===== src/rtl/mem_stage_pkg.sv =====
// Shared encodings for the MIPS memory-access stage: control-field codes,
// load/store opcodes and the access FSM state type.
package mem_stage_pkg;

  localparam logic [2:0] JB_NONE = 3'b000;
  localparam logic [2:0] JB_BEQ  = 3'b001;
  localparam logic [2:0] JB_BNE  = 3'b010;
  localparam logic [2:0] JB_J    = 3'b011;
  localparam logic [2:0] JB_JR   = 3'b100;

  localparam logic [1:0] DTR_RES  = 2'b00;
  localparam logic [1:0] DTR_LOAD = 2'b01;
  localparam logic [1:0] DTR_PC4  = 2'b10;
  localparam logic [1:0] DTR_LUI  = 2'b11;

  localparam logic [5:0] OP_LB  = 6'h20;
  localparam logic [5:0] OP_LH  = 6'h21;
  localparam logic [5:0] OP_LW  = 6'h23;
  localparam logic [5:0] OP_LBU = 6'h24;
  localparam logic [5:0] OP_LHU = 6'h25;
  localparam logic [5:0] OP_SB  = 6'h28;
  localparam logic [5:0] OP_SH  = 6'h29;
  localparam logic [5:0] OP_SW  = 6'h2B;

  typedef enum logic {ST_IDLE = 1'b0, ST_WAIT = 1'b1} state_e;

  // Anything that is not an explicit byte/halfword opcode is treated as a word access.
  function automatic logic is_word_op(input logic [5:0] op);
    return !(op inside {OP_LB, OP_LH, OP_LBU, OP_LHU, OP_SB, OP_SH});
  endfunction

endpackage


===== src/rtl/mem_lane_align.sv =====
// Byte/halfword lane steering for the memory stage: store replication, byte
// enables, and load extraction with sign/zero extension (little-endian lanes).
module mem_lane_align
  import mem_stage_pkg::*;
(
  input  logic [5:0]  op_i,
  input  logic [1:0]  addr_lo_i,
  input  logic [31:0] st_data_i,
  input  logic [31:0] ld_raw_i,
  output logic [31:0] st_data_o,
  output logic [3:0]  be_o,
  output logic [31:0] ld_data_o,
  output logic        word_o
);

  logic [7:0]  ld_byte;
  logic [15:0] ld_half;

  always_comb begin
    ld_byte   = ld_raw_i[8*addr_lo_i +: 8];
    ld_half   = ld_raw_i[16*addr_lo_i[1] +: 16];
    st_data_o = st_data_i;
    be_o      = 4'b1111;
    ld_data_o = ld_raw_i;
    word_o    = is_word_op(op_i);
    case (op_i)
      OP_SB: begin
        st_data_o = {4{st_data_i[7:0]}};
        be_o      = 4'b0001 << addr_lo_i;
      end
      OP_SH: begin
        st_data_o = {2{st_data_i[15:0]}};
        be_o      = addr_lo_i[1] ? 4'b1100 : 4'b0011;
      end
      OP_LB: begin
        ld_data_o = {{24{ld_byte[7]}}, ld_byte};
        be_o      = 4'b0001 << addr_lo_i;
      end
      OP_LBU: begin
        ld_data_o = {24'b0, ld_byte};
        be_o      = 4'b0001 << addr_lo_i;
      end
      OP_LH: begin
        ld_data_o = {{16{ld_half[15]}}, ld_half};
        be_o      = addr_lo_i[1] ? 4'b1100 : 4'b0011;
      end
      OP_LHU: begin
        ld_data_o = {16'b0, ld_half};
        be_o      = addr_lo_i[1] ? 4'b1100 : 4'b0011;
      end
      default: ;
    endcase
  end

endmodule


===== src/rtl/mem_stage.sv =====
// MIPS MEM stage: req/ack data-memory access with upstream stall, branch/jump
// redirect and the MEM/WB register. Define MEM_SUBWORD_EN for byte/halfword accesses.
module mem_stage
  import mem_stage_pkg::*;
#(
  parameter int ADDR_W = 32
) (
  input  logic              clk,
  input  logic              rst,
  input  logic [2:0]        MEM_JumpBranch,
  input  logic [1:0]        MEM_DatatoReg,
  input  logic              MEM_RegWrite,
  input  logic              MEM_MemWrite,
  input  logic [4:0]        MEM_Rdes,
  input  logic [31:0]       MEM_RDataA,
  input  logic [31:0]       MEM_RDataB,
  input  logic [31:0]       MEM_JumpPC,
  input  logic [31:0]       MEM_BranchPC,
  input  logic [31:0]       MEM_Res,
  input  logic [31:0]       MEM_LuiData,
  input  logic [31:0]       MEM_PCFour,
  input  logic [31:0]       MEM_Inst,
  input  logic              MEM_Zero,
  output logic              dmem_req,
  output logic              dmem_we,
  output logic [ADDR_W-1:0] dmem_addr,
  output logic [31:0]       dmem_wdata,
  output logic [3:0]        dmem_be,
  input  logic [31:0]       dmem_rdata,
  input  logic              dmem_ack,
  output logic              mem_stall,
  output logic              redirect_valid,
  output logic [31:0]       redirect_pc,
  output logic              WB_RegWrite,
  output logic [4:0]        WB_Rdes,
  output logic [31:0]       WB_WData,
  output logic [31:0]       WB_Inst
);

  state_e      state_q;
  logic        mem_op;
  logic        word_acc;
  logic        taken;
  logic [31:0] target;
  logic [31:0] st_data;
  logic [31:0] ld_data;
  logic [3:0]  be;
  logic [31:0] addr_full;
  logic [31:0] wb_wdata_d;

  logic        wb_regwrite_q;
  logic [4:0]  wb_rdes_q;
  logic [31:0] wb_wdata_q;
  logic [31:0] wb_inst_q;

  assign mem_op = (MEM_DatatoReg == DTR_LOAD) || MEM_MemWrite;

`ifdef MEM_SUBWORD_EN
  mem_lane_align u_lane (
    .op_i      (MEM_Inst[31:26]),
    .addr_lo_i (MEM_Res[1:0]),
    .st_data_i (MEM_RDataB),
    .ld_raw_i  (dmem_rdata),
    .st_data_o (st_data),
    .be_o      (be),
    .ld_data_o (ld_data),
    .word_o    (word_acc)
  );
`else
  assign st_data  = MEM_RDataB;
  assign be       = 4'b1111;
  assign ld_data  = dmem_rdata;
  assign word_acc = 1'b1;
`endif

  // Request is live in the first cycle an op is present; upstream holds it stable until ack.
  assign addr_full  = word_acc ? {MEM_Res[31:2], 2'b00} : MEM_Res;
  assign dmem_addr  = addr_full[ADDR_W-1:0];
  assign dmem_req   = !rst && ((state_q == ST_WAIT) || mem_op);
  assign dmem_we    = dmem_req && MEM_MemWrite;
  assign dmem_wdata = st_data;
  assign dmem_be    = be;
  assign mem_stall  = dmem_req && !dmem_ack;

  always_comb begin
    taken  = 1'b0;
    target = '0;
    case (MEM_JumpBranch)
      JB_BEQ: begin taken = MEM_Zero;  target = MEM_BranchPC; end
      JB_BNE: begin taken = !MEM_Zero; target = MEM_BranchPC; end
      JB_J:   begin taken = 1'b1;      target = MEM_JumpPC;   end
      JB_JR:  begin taken = 1'b1;      target = MEM_RDataA;   end
      default: ;
    endcase
  end

  // A redirect waits behind an outstanding access so a store always lands first.
  assign redirect_valid = !rst && !mem_stall && taken;
  assign redirect_pc    = redirect_valid ? target : '0;

  always_comb begin
    case (MEM_DatatoReg)
      DTR_RES:  wb_wdata_d = MEM_Res;
      DTR_LOAD: wb_wdata_d = ld_data;
      DTR_PC4:  wb_wdata_d = MEM_PCFour;
      default:  wb_wdata_d = MEM_LuiData;
    endcase
  end

  always_ff @(posedge clk or posedge rst) begin
    if (rst) begin
      state_q <= ST_IDLE;
    end else begin
      case (state_q)
        ST_IDLE: if (mem_op && !dmem_ack) state_q <= ST_WAIT;
        ST_WAIT: if (dmem_ack) state_q <= ST_IDLE;
        default: state_q <= ST_IDLE;
      endcase
    end
  end

  // MEM/WB boundary: a stalled cycle becomes a bubble, keeping the last write data.
  always_ff @(posedge clk or posedge rst) begin
    if (rst) begin
      wb_regwrite_q <= 1'b0;
      wb_rdes_q     <= '0;
      wb_wdata_q    <= '0;
      wb_inst_q     <= '0;
    end else if (mem_stall) begin
      wb_regwrite_q <= 1'b0;
      wb_rdes_q     <= '0;
      wb_inst_q     <= '0;
    end else begin
      wb_regwrite_q <= MEM_RegWrite;
      wb_rdes_q     <= MEM_Rdes;
      wb_wdata_q    <= wb_wdata_d;
      wb_inst_q     <= MEM_Inst;
    end
  end

  assign WB_RegWrite = wb_regwrite_q;
  assign WB_Rdes     = wb_rdes_q;
  assign WB_WData    = wb_wdata_q;
  assign WB_Inst     = wb_inst_q;

endmodule


===== config.mk =====
export PLATFORM = sky130hd
export DESIGN_NAME = mem_stage
export DESIGN_NICKNAME = d
export VERILOG_FILES = /design/src/rtl/mem_stage_pkg.sv /design/src/rtl/mem_lane_align.sv /design/src/rtl/mem_stage.sv
export SDC_FILE = /design/constraint.sdc
export NUM_CORES = 1
export LEC_CHECK = 0
export ABC_AREA = 1
export CAP_MARGIN = 10
export CORE_AREA = 5 5 184 186
export CTS_BUF_LIST = sky130_fd_sc_hd__clkbuf_4 sky130_fd_sc_hd__clkbuf_8 sky130_fd_sc_hd__clkbuf_16
export DETAILED_ROUTE_END_ITERATION = 16
export DIE_AREA = 0 0 189 191
export HOLD_SLACK_MARGIN = 0.02
export SYNTH_ARGS = -nofsm -noshare
export SYNTH_HDL_FRONTEND = slang
export SYNTH_SLANG_ARGS = --single-unit
export TNS_END_PERCENT = 30

===== constraint.sdc =====
create_clock -name clk -period 3 [get_ports clk]
set_input_delay 0.45 -clock clk [delete_from_list [all_inputs] [get_ports clk]]
set_output_delay 0.45 -clock clk [all_outputs]
set_load 0.01 [all_outputs]

==> flow_summary.yaml, run 1 <==
status:
  status: "finished, final reports clean"
sta:
  worst_slew_pin_slew_ns: 1.14
  slew_violations: 0
  fmax_ghz: 0.351
  clock-skew-final_ns: 0.0126
  fin_crit_sh_pct: 95.0
  setup_viol: 0
  final_hold_viol_count: 0
  setup_slack_ns: 0.149
  fin_crit_ns: 2.85
  rsz0062_at_grt: "false"
  maxSlewHeadroom_pct: 23.7
  holdWs_ns: 0.477
  setup_tns_ns: 0
setup_path:
  ff2ff_path_depth: 7
  crit_required_ns: 2.55
  cp-start-kind: "input pin"
  crit_type: "in -> out"
  r2r_end: "WB_WData[7]$_DFFE_PP0N_"
  reg2reg_from: "state_q$_DFF_PP0_"
  arrival_ns: 2.40
  crit_path_start: "MEM_DatatoReg[1]"
  reg2reg_slack_ns: 1.45
  cp_max_fo: 21
  crit_path_end_kind: "output port"
place:
  io_buffers: 407
  dpl.hpwl_mm: 20.3
  dpl_cell_area_um2: 9000
  gp_congestion: 0.838
  dpl.cell_count: 1443
  post-place-ws_ns: 0.00707
job:
  max_cap_violations: 0
yosys:
  synth_cells: 718
  synth_top_area_share_pct: 36.2
  synth.yosys.warnings: 0
  synth_seq_area_share_pct: 36.2
  synth_area_leader_cell: "dfrtp_1"
  synth_area_um2: 4910
  yosysUniqueCellTypes: 20
  synthTopCellsByArea: "dfrtp_1, nand2_1, buf_4, nand3_1, nand4_1"
  ys_ff_latch: 71
  avgSynthCellArea_um2: 6.83
die:
  die_w_um: 189
  rows: 66
  coreArea_um2: 32100
  pin_count: 478
  die_area_um2: 36100
  initial_core_util_pct: 15.3
  die_h_um: 191
power_and_ir_drop:
  ir_worst_vdd_uv: 204
  p_per_area_nw_per_um2: 364
  power_mw: 3.40
  leakagePower_nw: 4.13
clock_tree:
  htree_levels: 3
  clock_latency_ns: 0.35
  cts.sinks: 71
  holdBufCountCts: 0
  cts_tree: "done"
  cts_buffer_depth: 2
  path_clk_slew_ns: 0.06
  cts-root-buf: "clkbuf_16"
  cts_buffers: 9
routing:
  drc: 0
  num_vias: 5949
  first_pass_iters: 4
  vias_per_cell: 4.07
  wl_mm: 24.9
  ant_nets: 0
  wl_per_cell_um: 17.1
  drtIter0Drc: 258
global_route:
  grt_pass1_vias: 6188
  antenna_found_initial: 1
  grt_overflow: 0
  grt_max_degree: 71
  grt_pass1_wl_mm: 35.7
  grt_usage_pct: 12.9
min_path:
  min_path_cells: 2
  min_path_type: "reg -> reg"
  holdPathEnd: "WB_WData[14]$_DFFE_PP0N_"
  hold_start: "WB_WData[14]$_DFFE_PP0N_"
cells_and_area:
  layout_common_cells: "clkdlybuf4s50_1, nand2_1, nand3_1"
  multiInputGateArea_um2: 2220
  post-route-util_pct: 29.1
  fin_area_um2: 9340
  finalNetCount: 1350
  drive_above_1_share_pct: 7.80
  fillers: 3437
  layout_commonest_cell: "clkdlybuf4s50_1"
  regArea_um2: 1780
  areaGrowthSynthToFinish_pct: 90.4
  final_cells: 1460
-- cell usage after synthesis --
master    count
a21oi_1      32
a21oi_2       1
buf_1         3
buf_2        22
buf_4        71
buf_6         3
clkbuf_1     18
conb_1        2
dfrtp_1      71
inv_1        48
inv_2         3
nand2_1     206
nand2_2       3
nand3_1      99
nand3_2       1
nand4_1      32
nor2_1       38
nor2_2        1
o21ai_0      32
or2_2        32
-- worst max-delay path, stage by stage --
cell and delay (ns):
clkdlybuf4s50_1 0.49, inv_2 0.06, nand2_4 0.10, nand2_2 0.11
a21oi_2 0.19, nand2_4 0.15, buf_12 0.18, nor2_1 0.11
clkdlybuf4s50_1 0.55
-- worst max path at each step --
stage,end,depth (start not counted)
2_1_floorplan,mem_stall,4
3_3_place_gp,redirect_pc[22],9
4_1_cts,redirect_pc[0],9
5_1_grt,redirect_pc[15],10
6_report,redirect_pc[22],9
3_5_place_dp,redirect_pc[0],9
-- per-layer routing --
layer	vias up	track usage (%)	wire [um]
met5	-	0	0
met4	0	7.03	1220
li1	2893	-	-
met1	2694	13.0	9020
met3	72	4.36	2180
met2	290	23.3	12500
-- state kept, by name, summed over array words and instances (netlist names) --
| register | flops |
|---|---|
| WB_RegWrite | 1 |
| state_q | 1 |
| WB_WData | 32 |
| WB_Inst | 32 |
| WB_Rdes | 5 |
-- layout make-up --
cell class / instances / area share, %
Tap cell: 408 / 5.46
Clock buffer: 9 / 2.41
Antenna cell: 1 / 0.0268
Sequential cell: 71 / 19.0
Timing Repair Buffer: 430 / 46.1
Inverter: 51 / 2.09
Multi-Input combinational cell: 483 / 23.7
Clock inverter: 7 / 1.11
-- report_power, final --
part | switching [mW] | internal, mW
Sequential | 0.0402 | 1.05
Combinational | 0.464 | 0.641
Clock | 0.471 | 0.740
Total | 0.975 | 2.43
-- what timing repair did --
action,CTS,global route
setup endpoints to repair,0,24
gates resized for setup,0,3
setup buffers,0,0
-- cell families (layout without fill, tap and decap cells) --
| kind of cell | Yosys count | in the layout | synth area share [%] |
|---|---|---|---|
| and+or+nand+nor | 412 | 412 | 37.6 |
| buffers and inverters | 168 | 497 | 19.3 |
| other | 2 | 7 | 0.153 |
| AOI/OAI and AO/OA | 65 | 65 | 6.71 |
| DFF | 71 | 71 | 36.2 |
Power figures use the tool's default switching activity.
==> run 2: changes to the inputs <==
Settings changed: SLEW_MARGIN set to 40.
==> run 2 against run 1 <==
Global-route usage barely moved. Worst setup slack got worse by 0.0046 ns. Total power barely moved. First-iteration DRC count fell by 3.1%. Clock power barely moved. Clock skew barely moved. Worst hold slack barely moved. Via count barely moved. Routed wire length rose by 0.19%. Design area barely moved. Sequential share of layout area barely moved. Register-to-register slack improved by 0.02 ns. Critical path type unchanged. Largest cell class unchanged.
==> flow_summary.yaml, run 2 (synthesis results as in run 1) <==
sta:
  fin_crit_ns: 2.86
  holdWs_ns: 0.477
  maxSlewHeadroom_pct: 46.9
  final_hold_viol_count: 0
  setup_tns_ns: 0
  worst_slew_pin_slew_ns: 0.794
  fmax_ghz: 0.350
  slew_violations: 0
  setup_viol: 0
  fin_crit_sh_pct: 95.2
  clock-skew-final_ns: 0.0126
  rsz0062_at_grt: "false"
power_and_ir_drop:
  ir_worst_vdd_uv: 204
  leakagePower_nw: 4.13
  p_per_area_nw_per_um2: 364
die:
  initial_core_util_pct: 15.3
  pin_count: 478
  rows: 66
  die_area_um2: 36100
  die_w_um: 189
  die_h_um: 191
  coreArea_um2: 32100
setup_path:
  cp_max_fo: 21
  crit_chain: "clkdlybuf4s50_1 -> inv_1 -> nor2_1 -> nand3_1 -> nand3_1 -> nand2_4 -> buf_12 -> nor2_1 -> clkdlybuf4s50_1"
  cp-start-kind: "input pin"
  arrival_ns: 2.41
  slowest_stage: "clkdlybuf4s50_1"
  crit_type: "in -> out"
  reg2reg_slack_ns: 1.47
  crit_path_end_kind: "output port"
  cp_slowest_stage_delay_ns: 0.55
  crit_required_ns: 2.55
clock_tree:
  htree_levels: 3
  cts_buffer_depth: 2
  ctsResizeCount: 0
  cts.sinks: 71
  cts-root-buf: "clkbuf_16"
  post_cts_buffers: 0
  cts_buffers: 9
  holdBufCountCts: 0
  path_clk_slew_ns: 0.06
  clock_latency_ns: 0.35
  cts_tree: "done"
cells_and_area:
  areaGrowthSynthToFinish_pct: 90.5
  finalNetCount: 1350
  layout_common_cells: "clkdlybuf4s50_1, nand2_1, nand3_1"
  fin_area_um2: 9350
  layout_commonest_cell: "clkdlybuf4s50_1"
  drive_above_1_share_pct: 7.80
place:
  dpl_cell_area_um2: 9000
  dpl.hpwl_mm: 20.3
  gp_congestion: 0.838
  io_buffers: 407
global_route:
  grt_overflow: 0
  antenna_found_initial: 1
  grt_max_degree: 71
  grt_pass1_wl_mm: 35.7
  grt_pass1_vias: 6184
  grt_usage_pct: 12.9
routing:
  drc: 0
  wl_per_cell_um: 17.1
  first_pass_iters: 5
  ant_nets: 0
  num_vias: 5948
  wl_mm: 24.9
  drtIter0Drc: 250
  vias_per_cell: 4.07
min_path:
  min_path_type: "reg -> reg"
job:
  max_cap_violations: 0
status:
  status: "finished, final reports clean"
-- run 2: cell type report --
class | count | area [um^2]
well taps | 408 | 510
inverters | 51 | 195
fillers | 3434 | 22800
clock buffers | 9 | 225
repair buffers | 430 | 4310
clock inverters | 7 | 104
diodes | 1 | 2.50
flip-flops and latches | 71 | 1780
multi-input cells | 483 | 2220
-- run 2: path summary, 6_finish.rpt --
check,end,cells past startpoint,start
setup / recovery,redirect_pc[12],9,MEM_JumpBranch[1]
hold / removal,WB_WData[14]$_DFFE_PP0N_,2,WB_WData[14]$_DFFE_PP0N_
setup reg to reg,WB_WData[7]$_DFFE_PP0N_,7,state_q$_DFF_PP0_
hold reg to reg,WB_WData[14]$_DFFE_PP0N_,2,WB_WData[14]$_DFFE_PP0N_
max in group asynchronous,WB_WData[24]$_DFFE_PP0N_,3,rst
min in group asynchronous,state_q$_DFF_PP0_,3,rst
-- run 2: where the power goes --
| group | total (mW) | switching, mW | internal, mW |
|---|---|---|---|
| clock | 1.21 | 0.472 | 0.740 |
| sequential | 1.09 | 0.0402 | 1.05 |
| combinational | 1.10 | 0.464 | 0.641 |
| total | 3.40 | 0.975 | 2.43 |
-- run 2: per-stage QoR --
step / instances / utilization (%) / total power, mW / worst slack (ns)
3_3_place_gp: 1443 / 28.0 / 2.21 / 0.00139
3_5_place_dp: 1443 / 28.0 / 2.22 / 0.00707
2_1_floorplan: 722 / - / 1.54 / 0.451
4_1_cts: 1459 / 29.1 / 3.50 / 0.00145
5_1_grt: 1459 / 29.1 / 3.61 / 0.00211
6_report: 1460 / 29.1 / 3.40 / 0.144
-- run 2: worst max-delay path: cells and delay by family --
| family | cells | cell delay (ns) |
|---|---|---|
| buffers and inverters | 4 | 1.33 |
| AND/OR/NAND/NOR | 5 | 0.60 |
-- run 2: per-layer routing --
metal	vias to the layer above	GRT usage (%)	wire, um
li1	2895	-	-
met1	2696	13.0	8990
met2	287	23.5	12600
met3	70	4.36	2160
met4	0	6.89	1190
met5	-	0	0
